`src/rtl/fp2int_conv_if.sv`:
```
// Issue-side bus of the FP-to-integer converter: operand/control in, result/flags out.
interface fp2int_conv_if;
    logic        i_ena;
    logic        i_fmt;
    logic        i_signed;
    logic        i_w32;
    logic [2:0]  i_rm;
    logic [63:0] i_a;
    logic [63:0] o_res;
    logic        o_nv;
    logic        o_nx;
    logic        o_valid;
    logic        o_busy;

    modport master (
        output i_ena, i_fmt, i_signed, i_w32, i_rm, i_a,
        input  o_res, o_nv, o_nx, o_valid, o_busy
    );

    modport slave (
        input  i_ena, i_fmt, i_signed, i_w32, i_rm, i_a,
        output o_res, o_nv, o_nx, o_valid, o_busy
    );
endinterface

```
`src/rtl/fp2int_conv.sv`:
```
// binary64 / NaN-boxed binary32 to W/WU/L/LU converter, three register stages,
// RISC-V rounding, saturation and NV/NX flags.
module fp2int_conv #(
    parameter bit PIPELINED      = 1'b0,
    parameter bit SUPPORT_SINGLE = 1'b1
) (
    input  logic         i_clk,
    input  logic         i_nrst,
    fp2int_conv_if.slave bus
);

    typedef enum logic [1:0] {CLS_FIN, CLS_ZERO, CLS_INF, CLS_NAN} cls_e;

    typedef struct packed {
        logic [63:0] res;
        logic        nv;
        logic        nx;
    } res_t;

    function automatic logic round_inc(input logic [2:0] rm, input logic sign,
                                       input logic lsb, input logic g, input logic s);
        case (rm)
            3'd0:    return g & (lsb | s);
            3'd2:    return sign & (g | s);
            3'd3:    return ~sign & (g | s);
            3'd4:    return g;
            default: return 1'b0;
        endcase
    endfunction

    function automatic res_t saturate(input logic sign, input logic nan, input logic big,
                                      input logic sgn, input logic w32,
                                      input logic [64:0] mag_r, input logic inexact);
        res_t        o;
        logic [63:0] maxv;
        logic [63:0] minv;
        logic [64:0] neg_lim;
        o       = '0;
        maxv    = w32 ? (sgn ? 64'h0000_0000_7FFF_FFFF : 64'h0000_0000_FFFF_FFFF)
                      : (sgn ? 64'h7FFF_FFFF_FFFF_FFFF : 64'hFFFF_FFFF_FFFF_FFFF);
        minv    = sgn ? (w32 ? 64'h0000_0000_8000_0000 : 64'h8000_0000_0000_0000) : 64'h0;
        neg_lim = w32 ? 65'h0_0000_0000_8000_0000 : 65'h0_8000_0000_0000_0000;
        if (nan) begin
            o.res = maxv;
            o.nv  = 1'b1;
        end else if (big) begin
            o.res = sign ? minv : maxv;
            o.nv  = 1'b1;
        end else if (sign && !sgn) begin
            // Negative to unsigned is only invalid if something survives rounding
            o.res = 64'h0;
            o.nv  = (mag_r != 65'h0);
            o.nx  = (mag_r == 65'h0) & inexact;
        end else if (sign) begin
            if (mag_r > neg_lim) begin
                o.res = minv;
                o.nv  = 1'b1;
            end else begin
                o.res = 64'h0 - mag_r[63:0];
                o.nx  = inexact;
            end
        end else if (mag_r > {1'b0, maxv}) begin
            o.res = maxv;
            o.nv  = 1'b1;
        end else begin
            o.res = mag_r[63:0];
            o.nx  = inexact;
        end
        if (w32) o.res[63:32] = {32{o.res[31]}};
        return o;
    endfunction

    logic               w_acc;
    logic               r_busy;
    logic               w_dbl_p0;
    logic               w_sign_p0;
    logic signed [12:0] w_exp_p0;
    logic [52:0]        w_sig_p0;
    cls_e               w_cls_p0;

    assign w_dbl_p0 = ~SUPPORT_SINGLE | bus.i_fmt;
    assign w_acc    = bus.i_ena & (PIPELINED | ~r_busy);

    always_comb begin
        w_sign_p0 = 1'b0;
        w_exp_p0  = '0;
        w_sig_p0  = '0;
        w_cls_p0  = CLS_FIN;
        if (w_dbl_p0) begin
            w_sign_p0 = bus.i_a[63];
            if (bus.i_a[62:52] == 11'h7FF) begin
                w_cls_p0 = (bus.i_a[51:0] != 52'h0) ? CLS_NAN : CLS_INF;
            end else if (bus.i_a[62:52] == 11'h000) begin
                w_exp_p0 = -13'sd1022;
                w_sig_p0 = {1'b0, bus.i_a[51:0]};
            end else begin
                w_exp_p0 = $signed({2'b00, bus.i_a[62:52]}) - 13'sd1023;
                w_sig_p0 = {1'b1, bus.i_a[51:0]};
            end
        end else if (!(&bus.i_a[63:32])) begin
            w_cls_p0 = CLS_NAN;
        end else begin
            w_sign_p0 = bus.i_a[31];
            if (bus.i_a[30:23] == 8'hFF) begin
                w_cls_p0 = (bus.i_a[22:0] != 23'h0) ? CLS_NAN : CLS_INF;
            end else if (bus.i_a[30:23] == 8'h00) begin
                w_exp_p0 = -13'sd126;
                w_sig_p0 = {1'b0, bus.i_a[22:0], 29'h0};
            end else begin
                w_exp_p0 = $signed({5'b00000, bus.i_a[30:23]}) - 13'sd127;
                w_sig_p0 = {1'b1, bus.i_a[22:0], 29'h0};
            end
        end
        if (w_cls_p0 == CLS_FIN && w_sig_p0 == 53'h0) w_cls_p0 = CLS_ZERO;
    end

    // ---- stage 1: unpacked operand ----
    logic               r_vld_p1;
    logic               r_sign_p1;
    logic signed [12:0] r_exp_p1;
    logic [52:0]        r_sig_p1;
    cls_e               r_cls_p1;
    logic               r_sgn_p1;
    logic               r_w32_p1;
    logic [2:0]         r_rm_p1;

    always_ff @(posedge i_clk or negedge i_nrst) begin
        if (!i_nrst) begin
            r_vld_p1  <= 1'b0;
            r_sign_p1 <= 1'b0;
            r_exp_p1  <= '0;
            r_sig_p1  <= '0;
            r_cls_p1  <= CLS_ZERO;
            r_sgn_p1  <= 1'b0;
            r_w32_p1  <= 1'b0;
            r_rm_p1   <= '0;
        end else begin
            r_vld_p1 <= w_acc;
            if (w_acc) begin
                r_sign_p1 <= w_sign_p0;
                r_exp_p1  <= w_exp_p0;
                r_sig_p1  <= w_sig_p0;
                r_cls_p1  <= w_cls_p0;
                r_sgn_p1  <= bus.i_signed;
                r_w32_p1  <= bus.i_w32;
                r_rm_p1   <= bus.i_rm;
            end
        end
    end

    logic [6:0]   w_sh_p1;
    logic [117:0] w_z_p1;
    logic [64:0]  w_mag_p1;
    logic         w_g_p1;
    logic         w_s_p1;
    logic         w_ovf_p1;

    assign w_sh_p1 = r_exp_p1[6:0] + 7'd1;

    // Shifting by exp+1 puts the binary point between bits 53 and 52 of w_z_p1
    always_comb begin
        w_z_p1   = '0;
        w_mag_p1 = '0;
        w_g_p1   = 1'b0;
        w_s_p1   = 1'b0;
        w_ovf_p1 = 1'b0;
        if (r_cls_p1 == CLS_FIN) begin
            if (r_exp_p1 > 13'sd63) begin
                w_ovf_p1 = 1'b1;
            end else if (r_exp_p1 < -13'sd1) begin
                w_s_p1 = (r_sig_p1 != 53'h0);
            end else begin
                w_z_p1   = {65'h0, r_sig_p1} << w_sh_p1;
                w_mag_p1 = w_z_p1[117:53];
                w_g_p1   = w_z_p1[52];
                w_s_p1   = (w_z_p1[51:0] != 52'h0);
            end
        end
    end

    // ---- stage 2: aligned magnitude with guard/sticky ----
    logic        r_vld_p2;
    logic        r_sign_p2;
    logic        r_nan_p2;
    logic        r_big_p2;
    logic [64:0] r_mag_p2;
    logic        r_g_p2;
    logic        r_s_p2;
    logic        r_sgn_p2;
    logic        r_w32_p2;
    logic [2:0]  r_rm_p2;

    always_ff @(posedge i_clk or negedge i_nrst) begin
        if (!i_nrst) begin
            r_vld_p2  <= 1'b0;
            r_sign_p2 <= 1'b0;
            r_nan_p2  <= 1'b0;
            r_big_p2  <= 1'b0;
            r_mag_p2  <= '0;
            r_g_p2    <= 1'b0;
            r_s_p2    <= 1'b0;
            r_sgn_p2  <= 1'b0;
            r_w32_p2  <= 1'b0;
            r_rm_p2   <= '0;
        end else begin
            r_vld_p2 <= r_vld_p1;
            if (r_vld_p1) begin
                r_sign_p2 <= r_sign_p1;
                r_nan_p2  <= (r_cls_p1 == CLS_NAN);
                r_big_p2  <= (r_cls_p1 == CLS_INF) | w_ovf_p1;
                r_mag_p2  <= w_mag_p1;
                r_g_p2    <= w_g_p1;
                r_s_p2    <= w_s_p1;
                r_sgn_p2  <= r_sgn_p1;
                r_w32_p2  <= r_w32_p1;
                r_rm_p2   <= r_rm_p1;
            end
        end
    end

    logic        w_inc_p2;
    logic [64:0] w_magr_p2;
    res_t        w_out_p2;

    assign w_inc_p2  = round_inc(r_rm_p2, r_sign_p2, r_mag_p2[0], r_g_p2, r_s_p2);
    assign w_magr_p2 = r_mag_p2 + {64'h0, w_inc_p2};
    assign w_out_p2  = saturate(r_sign_p2, r_nan_p2, r_big_p2, r_sgn_p2, r_w32_p2,
                                w_magr_p2, r_g_p2 | r_s_p2);

    // ---- stage 3: rounded/saturated result, held until the next one ----
    logic [63:0] r_res;
    logic        r_nv;
    logic        r_nx;
    logic        r_valid;

    always_ff @(posedge i_clk or negedge i_nrst) begin
        if (!i_nrst) begin
            r_res   <= '0;
            r_nv    <= 1'b0;
            r_nx    <= 1'b0;
            r_valid <= 1'b0;
        end else begin
            r_valid <= r_vld_p2;
            if (r_vld_p2) begin
                r_res <= w_out_p2.res;
                r_nv  <= w_out_p2.nv;
                r_nx  <= w_out_p2.nx;
            end
        end
    end

    // Single-issue: busy spans accept edge up to the edge that raises o_valid
    always_ff @(posedge i_clk or negedge i_nrst) begin
        if (!i_nrst)        r_busy <= 1'b0;
        else if (PIPELINED) r_busy <= 1'b0;
        else if (w_acc)     r_busy <= 1'b1;
        else if (r_vld_p2)  r_busy <= 1'b0;
    end

    assign bus.o_res   = r_res;
    assign bus.o_nv    = r_nv;
    assign bus.o_nx    = r_nx;
    assign bus.o_valid = r_valid;
    assign bus.o_busy  = r_busy;

endmodule
```
`src/flat_wrapper.sv`:
```
// flat-port wrapper written by rule: the top's interface ports become plain ports
module fp2int_conv_flat 
#(
    parameter bit PIPELINED      = 1'b0,
    parameter bit SUPPORT_SINGLE = 1'b1
)
  (i_clk, i_nrst, bus_i_ena, bus_i_fmt, bus_i_signed, bus_i_w32, bus_i_rm, bus_i_a, bus_o_res, bus_o_nv, bus_o_nx, bus_o_valid, bus_o_busy);
  fp2int_conv_if bus_i ();
  input  logic i_clk;
  input  logic i_nrst;
  input wire logic [$bits(bus_i.i_ena)-1:0] bus_i_ena;
  input wire logic [$bits(bus_i.i_fmt)-1:0] bus_i_fmt;
  input wire logic [$bits(bus_i.i_signed)-1:0] bus_i_signed;
  input wire logic [$bits(bus_i.i_w32)-1:0] bus_i_w32;
  input wire logic [$bits(bus_i.i_rm)-1:0] bus_i_rm;
  input wire logic [$bits(bus_i.i_a)-1:0] bus_i_a;
  output wire logic [$bits(bus_i.o_res)-1:0] bus_o_res;
  output wire logic [$bits(bus_i.o_nv)-1:0] bus_o_nv;
  output wire logic [$bits(bus_i.o_nx)-1:0] bus_o_nx;
  output wire logic [$bits(bus_i.o_valid)-1:0] bus_o_valid;
  output wire logic [$bits(bus_i.o_busy)-1:0] bus_o_busy;
  assign bus_i.i_ena = bus_i_ena;
  assign bus_i.i_fmt = bus_i_fmt;
  assign bus_i.i_signed = bus_i_signed;
  assign bus_i.i_w32 = bus_i_w32;
  assign bus_i.i_rm = bus_i_rm;
  assign bus_i.i_a = bus_i_a;
  assign bus_o_res = bus_i.o_res;
  assign bus_o_nv = bus_i.o_nv;
  assign bus_o_nx = bus_i.o_nx;
  assign bus_o_valid = bus_i.o_valid;
  assign bus_o_busy = bus_i.o_busy;
  fp2int_conv #(.PIPELINED(PIPELINED), .SUPPORT_SINGLE(SUPPORT_SINGLE)) u_core (.i_clk(i_clk), .i_nrst(i_nrst), .bus(bus_i));
endmodule
```
`config.mk`:
```
export PLATFORM = sky130hd
export DESIGN_NAME = fp2int_conv_flat
export DESIGN_NICKNAME = d
export VERILOG_FILES = /design/src/rtl/fp2int_conv_if.sv /design/src/rtl/fp2int_conv.sv /design/src/flat_wrapper.sv
export SDC_FILE = /design/constraint.sdc
export NUM_CORES = 1
export LEC_CHECK = 0
export BUFFER_PORTS_ARGS = -buffer_cell sky130_fd_sc_hd__buf_2
export CORE_AREA = 2 2 174 176
export CTS_CLUSTER_SIZE = 16
export DETAILED_ROUTE_END_ITERATION = 7
export DIE_AREA = 0 0 176 178
export GPL_TIMING_DRIVEN = 0
export PLACE_DENSITY = 0.85
export RECOVER_POWER = 25
export SYNTH_ARGS = -nofsm -noshare
export SYNTH_HDL_FRONTEND = slang
export SYNTH_SLANG_ARGS = --single-unit
```
`constraint.sdc`:
```
create_clock -name i_clk -period 10.9 [get_ports i_clk]
set_input_delay 1.635 -clock i_clk [delete_from_list [all_inputs] [get_ports i_clk]]
set_output_delay 1.635 -clock i_clk [all_outputs]
set_load 0.1 [all_outputs]
```
==> results of run 1 <==
[final timing paths]
check                                 startpoint                    to  slack [ns]  cells past startpoint
worst min register to register   u_core.r_vld_p2    u_core.bus.o_valid        0.38                      0
worst max-delay path            u_core.r_sign_p2  u_core.bus.o_res[14]        1.07                     30
worst max register to register  u_core.r_sign_p2  u_core.bus.o_res[14]        1.07                     30
min in group asynchronous                 i_nrst  u_core.bus.o_res[48]        2.66                      1
max in group asynchronous                 i_nrst    u_core.r_mag_p2[9]        3.39                      2
worst min-delay path             u_core.r_vld_p2    u_core.bus.o_valid        0.38                      0
[power by group through the flow]
stage	clock (mW)	combinational [mW]	sequential (mW)
2_1_floorplan	0	0.0123	0.824
3_3_place_gp	0	0.0526	0.824
3_5_place_dp	0	0.0555	0.824
4_1_cts	0.844	0.0560	0.809
5_1_grt	0.878	0.0608	0.809
6_report	0.853	0.0554	0.809
[per-layer routing]
layer  global-route usage (%)  vias to the layer above  share of wire [%]
met5                        0                        -              0.098
met4                     33.9                        2                9.1
met3                     9.97                      491                 12
met2                     77.0                     1821                 45
met1                     57.1                     9976                 35
li1                         -                     9207                  -
[sequential cells by signal, indices dropped and copies added, names as in the netlist, 2 cells and up]
signal	cells
u_core.r_mag_p2	65
u_core.bus.o_res	64
u_core.r_sig_p1	53
u_core.r_exp_p1	12
u_core.r_rm_p1	3
u_core.r_rm_p2	3
u_core.r_cls_p1	2
[logic make-up after synthesis]
kind of cell               after synthesis  synth area share [%]
AOI/OAI and AO/OA                      606                  21.5
and+or+nand+nor                       1020                  26.6
adders and majority gates               44                  2.90
xor gates and xnor gates               120                  5.54
DFF                                    218                  28.8
muxes                                  137                  9.98
buffers and inverters                  229                  4.73
[worst max-delay path: cells and delay by family (launching register included)]
family          cells  cell delay [ns]
buf+inv             8             3.25
simple gates       11             3.09
compound gates      7             1.56
fa+ha+maj           3             1.04
mux                 1             0.41
flops               1             0.37
[final cells by class]
cell class / count / area, µm²
Buffer: 158 / 631
Clock buffer: 32 / 661
Clock inverter: 12 / 161
Fill cell: 2321 / 8400
Inverter: 71 / 267
Multi-Input combinational cell: 1927 / 12600
Sequential cell: 218 / 5460
Tap cell: 390 / 488
Timing Repair Buffer: 143 / 717
[cells in the final DEF (no fill, tap or decap), types with 22 or more instances in the layout]
| cell | synthesis | routed |
|---|---|---|
| sky130_fd_sc_hd__nor3_1 | 56 | 56 |
| sky130_fd_sc_hd__o21a_1 | 28 | 28 |
| sky130_fd_sc_hd__nand4_1 | 68 | 68 |
| sky130_fd_sc_hd__o22ai_1 | 31 | 31 |
| sky130_fd_sc_hd__a21oi_1 | 143 | 143 |
| sky130_fd_sc_hd__ha_1 | 44 | 44 |
| sky130_fd_sc_hd__clkbuf_1 | 120 | 126 |
| sky130_fd_sc_hd__and2_1 | 34 | 34 |
| sky130_fd_sc_hd__nor2_1 | 242 | 242 |
| sky130_fd_sc_hd__a22oi_1 | 27 | 27 |
| sky130_fd_sc_hd__or4_1 | 22 | 22 |
| sky130_fd_sc_hd__a211oi_1 | 39 | 39 |
| sky130_fd_sc_hd__nand3_1 | 103 | 103 |
| sky130_fd_sc_hd__nor4_1 | 77 | 77 |
| sky130_fd_sc_hd__nand2_1 | 303 | 303 |
| sky130_fd_sc_hd__buf_2 | 12 | 152 |
| sky130_fd_sc_hd__xnor2_1 | 90 | 90 |
| sky130_fd_sc_hd__inv_1 | 71 | 71 |
| sky130_fd_sc_hd__o21ai_0 | 122 | 122 |
| sky130_fd_sc_hd__mux2i_1 | 81 | 81 |
| sky130_fd_sc_hd__o2bb2ai_1 | 27 | 27 |
| sky130_fd_sc_hd__xor2_1 | 30 | 30 |
| sky130_fd_sc_hd__clkbuf_16 | 0 | 24 |
| sky130_fd_sc_hd__a221oi_1 | 29 | 29 |
| sky130_fd_sc_hd__mux4_2 | 40 | 40 |
| sky130_fd_sc_hd__dfrtp_1 | 217 | 217 |
[synth_stat cells, drive strengths merged, types with 9 or more instances]
cell     number  area (µm²)
a211oi       40         305
a21o         12        90.1
a21oi       143         716
a221o        13         130
a221oi       29         254
a22oi        27         203
a31oi        20         140
and2         35         219
and3         19         119
and4         20         175
buf          38         180
clkbuf      120         450
dfrtp       217        5430
ha           44         551
inv          71         267
mux2         16         180
mux2i        81         811
mux4         40         901
nand2       303        1140
nand3       105         543
nand4        72         484
nor2        242         908
nor2b         9        56.3
nor3         56         280
nor4         78         494
o21a         28         210
o21ai       132         661
o22a         11        96.3
o22ai        31         194
o2bb2ai      27         236
o31ai        18         140
or3          20         125
or4          24         188
xnor2        90         788
xor2         30         263
==> results.cfg, run 1 <==
[run_status]
status = finished with violations
violated_checks = DRC, capacitance limit, slew limit

[detailed_routing]
drtAntennaViolNets = 0
drt-pass1-iter-count = 8
vias = 21500
detailedRoute.firstIterationViolations = 3318
avgViaCountPerCell = 7.28
routedWlPerCell_um = 25.5
finalWirelength_um = 75400
drc_errors = 2

[power_and_ir_drop]
intPower_mw = 1.33
switching_share_pct = 22.7
vdd.ir_drop.worst_mv = 0.135
static-leakage-power_nw = 9.20
finalPower_mw = 1.72
power_per_cell_area_nw_per_um2 = 81.8
seq_power_share_pct = 47.1
clockPowerShare_pct = 49.6
combinationalPowerShare_pct = 3.2
net-switching-power_uw = 391

[setup_path]
worstPathArrival_ns = 10.25
worst-endpoint-required_ns = 11.32
critical_path_endpoint_category = register
critical_path.most_common_cell = sky130_fd_sc_hd__clkbuf_1
crit_path_max_incr_delay_ns = 0.64
slowest_stage = sky130_fd_sc_hd__clkbuf_1
crit_path_max_fanout = 10
critPathLaunchType = register
timing.setup.critical_path_class = reg -> reg

[final_layout]
diodes = 0
area.growth.synth_to_final_pct = 10.7
utilization_pct = 71.4
drive_gt1_share_pct = 11.2
final-instance-count-excl-fill = 2951
final_area_um2 = 21000
num-nets-final = 2660

[placement]
placedCellCount = 2907
place_hpwl_um = 58000
dp_slack_ns = 1.55
routabilityCongestion = 1.17
numPortBuffers = 140
dpl_cell_area_um2 = 20200

[timing]
worst_slew_pin_slew_ns = 4.43
maxSlewHeadroom_pct = -195
timing.final.hold_violations = 0
unrepaired_setup_endpoints_after_global_routing = false
timing.fmax_ghz = 0.102
worst_clock_skew_ns = 0.0189
worst_slack_ns = 1.07
final.setup.tns_ns = 0
timing.final.crit_period_ns = 9.83
min_period_over_period_pct = 90.2
timing.hold.ws_ns = 0.381
final_max_slew_viol_count = 221
finalSetupViolations = 0

[yosys]
syn_inst = 2374
ys_dominant_reg_cell = sky130_fd_sc_hd__dfrtp_1
ys_async_sr_fraction_pct = 100
netlist_area_um2 = 19000
synth.lib_cells_used.distinct = 90
syn-mean-instance-area_um2 = 7.99
postSynthNetCount = 2491
yosysSeqAreaShare_pct = 28.8
synth-edff-count = 0
postSynthRegisterBits = 218
ys.warnings.count = 0

[floorplan]
die_w_um = 176
rows = 63
die_y_um = 178
ioPinCount = 141
core_area_um2 = 29400
initial_core_utilization_pct = 64.5
die-area_um2 = 31300

[worst_hold_path]
hold_class = reg -> reg

[clock_network]
numClockSinks = 218
cts_tree = yes
post_cts.resized_instances = 0
clockRootBuffer = sky130_fd_sc_hd__clkbuf_16
cts-root-to-sink-buffers = 3
postCtsSetupRepairBufs = 0
cts-htree-levels = 1
worst_setup_hold_path_clk_slew_ns = 0.06
clk_latency_ns = 0.55
cts_hold_buf = 0
tritoncts.num_buffers = 24

[grt]
first_global_vias = 20100
overflow = 0
grt_util_all_layers_pct = 47.7
grt_first_pass_wirelength_um = 115000
antenna_found_initial = 0
grt_start_max_net_pins = 136

[job]
max_cap_viol_count = 2
Power figures use the tool's default switching activity.
==> run 2: changes to the inputs <==
--- a/config.mk
+++ b/config.mk
@@ -5,13 +5,14 @@
 export SDC_FILE = /design/constraint.sdc
 export NUM_CORES = 1
 export LEC_CHECK = 0
+export ABC_AREA = 1
 export BUFFER_PORTS_ARGS = -buffer_cell sky130_fd_sc_hd__buf_2
-export CORE_AREA = 2 2 174 176
+export CORE_AREA = 2 2 180 182
 export CTS_CLUSTER_SIZE = 16
 export DETAILED_ROUTE_END_ITERATION = 7
-export DIE_AREA = 0 0 176 178
+export DIE_AREA = 0 0 182 184
 export GPL_TIMING_DRIVEN = 0
-export PLACE_DENSITY = 0.85
+export PLACE_DENSITY = 0.84
 export RECOVER_POWER = 25
 export SYNTH_ARGS = -nofsm -noshare
 export SYNTH_HDL_FRONTEND = slang
==> results.cfg, run 2 <==
[run_status]
status = finished with violations
violated_checks = DRC, capacitance limit, slew limit

[yosys]
postSynthNetCount = 3443
synth-edff-count = 0
post-synth-top-area-fraction_pct = 26.8
postSynthRegisterBits = 218
netlist_area_um2 = 20300
ys_top_cells_by_area = sky130_fd_sc_hd__dfrtp_1 27%, sky130_fd_sc_hd__nand2_1 19%, sky130_fd_sc_hd__o21ai_0 9.0%
netlist_top_cells_count = 1030 x sky130_fd_sc_hd__nand2_1, 400 x sky130_fd_sc_hd__nor2_1, 366 x sky130_fd_sc_hd__o21ai_0
syn_inst = 3326
yosysSeqAreaShare_pct = 26.9
ys_dominant_reg_cell = sky130_fd_sc_hd__dfrtp_1
synth.largest_area_cell = sky130_fd_sc_hd__dfrtp_1
ys_async_sr_fraction_pct = 100
yosys.cell_count.top_type = sky130_fd_sc_hd__nand2_1
synth.lib_cells_used.distinct = 60
syn-mean-instance-area_um2 = 6.09
ys.warnings.count = 0

[timing]
timing.final.crit_period_ns = 7.92
worst_slew_pin_slew_ns = 5.00
maxSlewHeadroom_pct = -234
min_period_over_period_pct = 72.7
worst_clock_skew_ns = 0.0147
finalSetupViolations = 0
timing.fmax_ghz = 0.126
final.setup.tns_ns = 0
timing.final.hold_violations = 0
final_max_slew_viol_count = 221
timing.hold.ws_ns = 0.374
unrepaired_setup_endpoints_after_global_routing = false

[clock_network]
tritoncts.num_buffers = 24
cts_tree = yes
cts-htree-levels = 1
cts_hold_buf = 0
post_cts.resized_instances = 0
clockRootBuffer = sky130_fd_sc_hd__clkbuf_16
cts-root-to-sink-buffers = 3
numClockSinks = 218
clk_latency_ns = 0.56
postCtsSetupRepairBufs = 0
worst_setup_hold_path_clk_slew_ns = 0.07

[power_and_ir_drop]
seq_power_share_pct = 46.9
vdd.ir_drop.worst_mv = 0.114
clockPowerShare_pct = 49.2
static-leakage-power_nw = 11.7
power_per_cell_area_nw_per_um2 = 77.4
net-switching-power_uw = 419
switching_share_pct = 24.3
combinationalPowerShare_pct = 3.9
finalPower_mw = 1.73
intPower_mw = 1.31

[setup_path]
worstReg2RegStart = u_core.r_sign_p2
timing.setup.critical_path_class = reg -> reg
worstPathArrival_ns = 8.34
crit_path_max_incr_delay_ns = 0.67
crit_start = u_core.r_sign_p2
slowest_stage = sky130_fd_sc_hd__clkbuf_1
critical_path_endpoint_category = register
rr_endpoint = u_core.bus.o_res[0]
critPathLaunchType = register
crit_path_max_fanout = 10
worst-endpoint-required_ns = 11.31
r2r_setup_slk_ns = 2.98
worst_reg_to_reg_path_cell_count = 32

[detailed_routing]
avgViaCountPerCell = 6.55
vias = 25600
drc_errors = 1
finalWirelength_um = 84900
routedWlPerCell_um = 21.7
drtAntennaViolNets = 0
detailedRoute.firstIterationViolations = 4029
drt-pass1-iter-count = 8

[grt]
grt_start_max_net_pins = 127
first_global_vias = 23600
overflow = 0
antenna_found_initial = 2
grt_first_pass_wirelength_um = 128000
grt_util_all_layers_pct = 49.5

[floorplan]
core_area_um2 = 31400
initial_core_utilization_pct = 64.6
ioPinCount = 141
die_w_um = 182
die_y_um = 184
rows = 65
die-area_um2 = 33500

[worst_hold_path]
min_delay_path_depth = 0
hold_path_end = u_core.r_vld_p2
hold_class = reg -> reg
hold_start = u_core.r_vld_p1

[final_layout]
utilization_pct = 71.0
layout_commonest_cell = sky130_fd_sc_hd__nand2_1
area.growth.synth_to_final_pct = 9.97
num-nets-final = 3610
final_cell_mix = 1030 x sky130_fd_sc_hd__nand2_1, 400 x sky130_fd_sc_hd__nor2_1, 366 x sky130_fd_sc_hd__o21ai_0
top_register = u_core.r_mag_p2
drive_gt1_share_pct = 8.52
largest_reg_flops = 65

[placement]
numPortBuffers = 140
place_hpwl_um = 67100
routabilityCongestion = 1.19

[job]
max_cap_viol_count = 2
-- run 2: changes by cell type after synthesis, moves of 31 or more --
cell,change
sky130_fd_sc_hd__xnor2_1,-82
sky130_fd_sc_hd__mux2i_1,-48
sky130_fd_sc_hd__a211oi_1,-32
sky130_fd_sc_hd__nand2_1,+727
sky130_fd_sc_hd__a21oi_1,-55
sky130_fd_sc_hd__nor4_1,-45
sky130_fd_sc_hd__mux4_2,-40
sky130_fd_sc_hd__and2_1,-31
sky130_fd_sc_hd__o21ai_0,+244
sky130_fd_sc_hd__inv_1,+241
sky130_fd_sc_hd__nand3_1,+88
sky130_fd_sc_hd__nor2_1,+158
-- run 2: worst max path at each step --
stage / end / cells after the start / slack [ns]
3_5_place_dp: u_core.bus.o_res[53] / 36 / 3.53
2_1_floorplan: u_core.bus.o_res[32] / 36 / 5.93
4_1_cts: u_core.bus.o_res[39] / 36 / 3.50
6_report: u_core.bus.o_res[0] / 32 / 2.98
3_3_place_gp: u_core.bus.o_res[56] / 36 / 3.76
5_1_grt: u_core.r_sig_p1[28] / 2 / 1.66
-- run 2: logic make-up after synthesis --
| group | Yosys count | synth area share [%] |
|---|---|---|
| and+or+nand+nor | 1842 | 38.4 |
| xor gates and xnor gates | 51 | 2.30 |
| AOI/OAI and AO/OA | 662 | 18.9 |
| muxes | 33 | 1.63 |
| DFF | 218 | 26.9 |
| buffers and inverters | 476 | 9.14 |
| adders and majority gates | 44 | 2.72 |
-- run 2: cell type report --
type / instances / area [µm²]
inverter: 320 / 1210
clock buffer: 32 / 661
timing repair buffer: 141 / 704
multi-input combinational: 2632 / 13000
fill: 2749 / 9100
sequential: 218 / 5460
tap: 402 / 503
buffer: 156 / 644
clock inverter: 12 / 148
antenna: 1 / 2.50
-- run 2: power groups by stage --
stage	sequential, mW	combinational, mW	clock (mW)
5_1_grt	0.809	0.0719	0.872
4_1_cts	0.809	0.0658	0.838
2_1_floorplan	0.824	0.0209	0
3_3_place_gp	0.824	0.0627	0
3_5_place_dp	0.824	0.0655	0
6_report	0.809	0.0666	0.849
-- run 2: per-layer routing --
layer / global-route usage, % / vias up / wire, µm
met5: 0 / - / 0
met1: 58.0 / 11500 / 28800
met3: 10.7 / 566 / 10800
li1: - / 11400 / -
met2: 79.4 / 2196 / 37300
met4: 38.9 / 0 / 8130
-- run 2: worst max-delay path: cells and delay by family, from the launching register on --
kind	cells	cell delay [ns]
buf+inv	8	2.69
flops	1	0.42
compound gates	3	0.87
simple gates	18	2.89
fa+ha+maj	3	0.90
-- run 2: metrics by stage --
stage	instances	worst slack (ns)	cell area (µm²)
floorplan	3326	5.93	20300
global placement	3868	3.76	21500
detailed placement	3869	3.53	21500
CTS	3913	3.50	22300
global route	3913	1.66	22300
finish	3914	2.98	22300
